**src/rtl/seg_scan_driver_pkg.sv**
```systemverilog
// -----------------------------------------------------------------------------
// seg_scan_driver_pkg
// Shared constants for the seven-segment scan driver:
//   - SEG_HEX_TABLE : active-low g..a patterns for hex digits 0..F
//   - SEG_OFF       : all segments and dp dark (active-low)
//   - DIGIT_COUNT   : number of multiplexed digits
//   - DIGIT_IDX_W   : width of the digit index
// -----------------------------------------------------------------------------
package seg_scan_driver_pkg;

   localparam int         DIGIT_COUNT = 8;
   localparam int         DIGIT_IDX_W = 3;
   localparam logic [7:0] SEG_OFF     = 8'hFF;

   // Entry n is the pattern for hex digit n; bit 6 = g ... bit 0 = a, 0 = lit.
   // Listed from F down to 0 because a packed array concatenates MSB first.
   localparam logic [15:0][6:0] SEG_HEX_TABLE = {
      7'h0E,  // F
      7'h06,  // E
      7'h21,  // d
      7'h46,  // C
      7'h03,  // b
      7'h08,  // A
      7'h10,  // 9
      7'h00,  // 8
      7'h78,  // 7
      7'h02,  // 6
      7'h12,  // 5
      7'h19,  // 4
      7'h30,  // 3
      7'h24,  // 2
      7'h79,  // 1
      7'h40   // 0
   };

endpackage : seg_scan_driver_pkg

```
**src/rtl/seg_scan_driver_hex_to_seg.sv**
```systemverilog
// -----------------------------------------------------------------------------
// hex_to_seg
// Purely combinational hex nibble to seven-segment decoder (active-low).
// Ports:
//   nibble_i [3:0] : hex digit to display
//   seg_o    [6:0] : segment lines g..a, 0 = segment lit
// -----------------------------------------------------------------------------
module hex_to_seg
   import seg_scan_driver_pkg::*;
(
   input  logic [3:0] nibble_i,
   output logic [6:0] seg_o
);

   assign seg_o = SEG_HEX_TABLE[nibble_i];

endmodule : hex_to_seg

```
**src/rtl/seg_scan_driver.sv**
```systemverilog
// -----------------------------------------------------------------------------
// seg_scan_driver
// Time-multiplexed eight-digit seven-segment driver for a common-anode board.
// A 32-bit display register is loaded from the address decoder's write strobe
// and its eight nibbles are scanned onto shared segment lines, one digit lit
// for SCAN_DIV clocks at a time. All outputs are registered and active-low.
//
// Parameters:
//   SCAN_DIV : clocks each digit stays lit (>= 1)
// Ports:
//   CLK          : system clock, rising edge
//   RST_N        : asynchronous active-low reset
//   SEG_WE       : one-cycle write strobe
//   SEG_WD[31:0] : write data, nibble i shown on digit i (digit 0 rightmost)
//   AN[7:0]      : digit enables, active-low, one-hot-low while scanning
//   CA[7:0]      : segment lines, active-low, CA[7] = dp, CA[6:0] = g..a
//
// Build option:
//   SEG_LEADING_ZERO_BLANK_EN : when defined, leading-zero digits above
//                               digit 0 are blanked (CA = FF).
// -----------------------------------------------------------------------------
module seg_scan_driver
   import seg_scan_driver_pkg::*;
#(
   parameter int SCAN_DIV = 100000
)(
   input  logic        CLK,
   input  logic        RST_N,
   input  logic        SEG_WE,
   input  logic [31:0] SEG_WD,
   output logic [7:0]  AN,
   output logic [7:0]  CA
);

   // A divide-by-one prescaler still needs one (constant-zero) bit.
   localparam int PRESC_W = (SCAN_DIV > 1) ? $clog2(SCAN_DIV) : 1;
   localparam logic [PRESC_W-1:0] PRESC_LAST = PRESC_W'(SCAN_DIV - 1);

   logic [31:0]            disp_q,  disp_d;
   logic [PRESC_W-1:0]     presc_q, presc_d;
   logic [DIGIT_IDX_W-1:0] idx_q,   idx_d;
   logic [7:0]             an_q,    an_d;
   logic [7:0]             ca_q,    ca_d;

   logic                   presc_wrap;
   logic [3:0]             nibble_sel;
   logic [6:0]             seg_g2a;
   logic [DIGIT_COUNT-1:0] blank_mask;

   // Single decoder on whichever nibble the index currently selects.
   hex_to_seg u_hex_to_seg (
      .nibble_i (nibble_sel),
      .seg_o    (seg_g2a)
   );

   // Blanking is derived from the same registered display value as the
   // nibble select, so blank/unblank and new data land on the same edge.
`ifdef SEG_LEADING_ZERO_BLANK_EN
   always_comb begin
      blank_mask = '0;
      // Digit 0 stays lit so a zero value still shows a single "0".
      for (int i = 1; i < DIGIT_COUNT; i++) begin
         blank_mask[i] = ((disp_q >> (4 * i)) == 32'd0);
      end
   end
`else
   assign blank_mask = '0;
`endif

   // NOTE: every signal written here gets a default first, so no path can
   // leave it unassigned and infer a latch.
   always_comb begin
      disp_d     = disp_q;
      presc_d    = presc_q + 1'b1;
      idx_d      = idx_q;
      presc_wrap = (presc_q == PRESC_LAST);

      if (SEG_WE) begin
         disp_d = SEG_WD;
      end

      // Writes never touch the prescaler or index: the scan keeps its pace.
      if (presc_wrap) begin
         presc_d = '0;
         idx_d   = idx_q + 1'b1;  // 3-bit wrap gives modulo 8 for free
      end

      nibble_sel = 4'(disp_q >> {idx_q, 2'b00});
      an_d       = ~(8'b1 << idx_q);
      ca_d       = blank_mask[idx_q] ? SEG_OFF : {1'b1, seg_g2a};
   end

   // NOTE: sequential state uses non-blocking assignments so every flop
   // samples the pre-edge values, independent of statement order.
   always_ff @(posedge CLK or negedge RST_N) begin
      if (!RST_N) begin
         disp_q  <= '0;
         presc_q <= '0;
         idx_q   <= '0;
         an_q    <= SEG_OFF;
         ca_q    <= SEG_OFF;
      end else begin
         disp_q  <= disp_d;
         presc_q <= presc_d;
         idx_q   <= idx_d;
         an_q    <= an_d;
         ca_q    <= ca_d;
      end
   end

   assign AN = an_q;
   assign CA = ca_q;

endmodule : seg_scan_driver

```
**config.mk**
```make
export PLATFORM = sky130hd
export DESIGN_NAME = seg_scan_driver
export DESIGN_NICKNAME = d
export VERILOG_FILES = /design/src/rtl/seg_scan_driver_pkg.sv /design/src/rtl/seg_scan_driver_hex_to_seg.sv /design/src/rtl/seg_scan_driver.sv
export SDC_FILE = /design/constraint.sdc
export NUM_CORES = 1
export LEC_CHECK = 0
export ABC_CLOCK_PERIOD_IN_PS = 3000
export CORE_AREA = 2 2 98 100
export DETAILED_ROUTE_END_ITERATION = 8
export DIE_AREA = 0 0 100 102
export HOLD_SLACK_MARGIN = 0.12
export MAX_ROUTING_LAYER = met4
export SYNTH_ARGS = -nofsm -noshare
export SYNTH_HDL_FRONTEND = slang
export SYNTH_SLANG_ARGS = --single-unit
```
**constraint.sdc**
```tcl
create_clock -name CLK -period 3 [get_ports CLK]
set_input_delay 0.6 -clock CLK [delete_from_list [all_inputs] [get_ports CLK]]
set_output_delay 0.6 -clock CLK [all_outputs]
set_load 0.02 [all_outputs]
```
==> key figures <==
Run status
  – Status: completed

Global route
  – Busiest grt layer: met2
  – Total GRT Usage: between 10% and 20%
  – GR Layer Usage met2: 19.1%
  – Initial antenna violation count: 0
  – Met1 Track Usage GR: 16.2%
  – Met3 usage: 3.15%
  – Global-route wire length before repair: between 9000 and 10000 um
  – Grt total ovfl: 0
  – Vias in the first global route: 2024
  – Largest net degree at the start of global routing: 68

Logic synthesis
  – Synth Net Count: 276
  – Cell area after synthesis: ~3100 sq um
  – Post-synth EDFFs: 0
  – Post-Synth XOR/XNOR Area: ~4.2%
  – Main combinational cell family by area after synthesis: multiplexers
  – Compound-cell area share of the yosys netlist: 2.19%
  – Mapped Avg Cell Area: 13.8 sq um
  – Commonest cells post-synth: dfrtp_1 (52), mux2_2 (35), dfstp_2 (15)
  – Post-Synth Simple-Gate Area: under 10%
  – Largest cells by area after synthesis: dfrtp_1 (41%), dfstp_2 (13%), mux2_2 (13%)
  – Area leader, netlist: dfrtp_1
  – Synth Flop Type: dfrtp_1
  – Mux cell area share after synthesis: 23.2%
  – Synth async-reset ratio: 100%
  – Count leader, synth: dfrtp_1
  – Synth warnings: 0
  – Seq cells post-synth: 67
  – Top-area cell type share of the netlist area: 41.4%
  – Gate Count Post-Synth: between 200 and 250
  – Post-synthesis adder-cell area fraction: ~5.2%
  – Seq/Total Area, Yosys: 53.9%
  – Synth unique cells: 41

Critical path
  – Critical-path maximum fanout: 10
  – CP peak stage delay: 650 ps
  – Worst-path cell chain: mux4_1 -> mux2i_1 -> inv_1 -> ha_1 -> and3_1 -> a211o_1
  – Crit path DAT: 2610 ps
  – CP Buf/Inv Count: 1
  – Worst Path Required: 3260 ps
  – CP max-delay cell: dfrtp_1
  – Setup crit start kind: flop
  – Delay-heaviest family, CP: multiplexers
  – Reg2Reg Setup Slack: 650 ps
  – Nature of the critical path endpoint: flop
  – Setup CP Type: flop to flop

Power and ir drop
  – NetSw: 0.472 mW
  – Maximum VDD drop: 0.272 mV
  – Seq pwr share: about half
  – Power density over the cells: 506 nW/um^2
  – Clock network fraction of design power: 36.9%
  – Net Sw Frac: a little under a quarter
  – Cell Int Power: about 1.5 mW
  – Comb pwr share: 13.3%
  – Leak: 1.68 nW

Floorplanning
  – Die width: around 100 um
  – Die area: 10200 sq um
  – FP Rows: 35
  – Initial core utilization: ~35%
  – Chip height: 102 um
  – Core Region: 9110 sq um
  – I/O pins: 51

STA
  – Setup TNS: 0 ps
  – Hold Fails Final Rpt: 0
  – RSZ-0062 raised after global routing: false
  – Min Tclk post-route: 2350 ps
  – Final worst slack: between 600 and 700 ps
  – Final setup fails: 0
  – WHS: 439 ps
  – Final period util: 78.4%
  – Worst-Margin Slew: 829 ps
  – Worst Skew: ~17 ps
  – Max Clk Rate: 425 MHz
  – Final Max Tran Viols: 0
  – Slew margin rel.: roughly 45%

Detailed routing
  – # DRC: 0
  – Avg WL per Cell: 13.8 um
  – DRT iter0 DRCs: slightly below 90
  – Vias per Instance: about 4.8
  – Remaining antenna violation count: 0
  – Drt pass-1 iters: 4
  – Drt total wl: 5520 um
  – DR vias: between 1500 and 2000

Place
  – HPWL reported at the end of detailed placement: around 3900 um
  – Area post-placement: 3770 sq um
  – RD Place Congestion: 0.792
  – Setup WS pre-CTS: approximately 670 ps
  – Port Buf Inserts: 49

Layout
  – Layout cells sized above 1: 28.6%
  – Layout filler cell count: 863
  – # diodes: 0
  – Design area: 3960 sq um
  – Final #Nets: 333
  – Area Growth Syn to Fin: 26.0%

CTS
  – CTS tree: done
  – H-tree Lvls: 3
  – Clock buffer depth: 2
  – CTS resizes: 0
  – Worst-Skew Late Latency: 340 ps
  – Num CTS Buffers: 9
  – Clock Sinks: 67
  – Clock tree root buffer cell: clkbuf_8
  – Clock slew at reported path FFs: 80 ps
  – Hold buffers post-CTS: 0
  – # Post-CTS Setup Buffers: 0

Worst hold path
  – Worst hold path class: input port to async pin

Run
  – Max-cap violations: 0
[routing by layer]
layer	part of all wire [%]	wire [um]	vias to the layer above
met1	48	2660	936
li1	-	-	921
met5	0	0	-
met4	1.9	107	0
met2	46	2540	41
met3	3.8	209	10
[sequential cells by signal, summed over array words and instances (netlist names)]
name,cells
AN,8
CA,7
disp_q,32
idx_q,3
presc_q,17
[per-stage QoR]
step	total power, mW	utilization (%)	std cells
floorplan	1.16	-	228
finish	2.01	43.5	401
global placement	1.28	41.4	385
detailed placement	1.29	41.4	385
global route	2.12	43.5	401
CTS	2.04	43.5	401
[cell families after synthesis]
| family | count (synthesis) |
|---|---|
| buffers and inverters | 20 |
| xor gates and xnor gates | 15 |
| and+or+nand+nor | 48 |
| muxes | 54 |
| other | 1 |
| adders and majority gates | 13 |
| DFF | 67 |
| AOI/OAI and AO/OA | 10 |
[final cells by class]
class / instances / area (sq um) / area share, %
clock inverter: 4 / 50.0 / 1.26
clock buffer: 12 / 145 / 3.66
tap: 111 / 139 / 3.50
sequential: 67 / 1700 / 42.8
multi-input combinational: 141 / 1360 / 34.3
inverter: 10 / 37.5 / 0.947
timing repair buffer: 56 / 538 / 13.6
[worst paths after layout]
check | cells after the start | start | end
min in group CLK | 1 | presc_q[12] | presc_q[12]
worst min register to register | 1 | presc_q[12] | presc_q[12]
worst min-delay path | 2 | RST_N | disp_q[23]
worst max register to register | 6 | idx_q[0] | CA[0]
max in group asynchronous | 2 | RST_N | disp_q[20]
worst max-delay path | 6 | idx_q[0] | CA[0]
[power by group through the flow]
stage | registers, mW | clock network (mW) | logic (mW)
after floorplan | 1.03 | 0 | 0.132
after global placement | 1.02 | 0 | 0.268
after detailed placement | 1.02 | 0 | 0.271
after CTS | 1.00 | 0.765 | 0.272
after global routing | 1.01 | 0.817 | 0.292
final | 0.999 | 0.740 | 0.268
[placed cells by master, fill, tap and decap left out, types with 7 or more instances in the layout]
cell,count
dfrtp_1,52
clkdlybuf4s50_1,48
mux2_2,35
dfstp_2,15
ha_1,13
nand2_1,12
xnor2_1,11
clkbuf_8,10
inv_1,9
mux2i_1,8
nor2_1,8
nand3_1,7
buf_4,7
(Power assumes the default switching activity.)
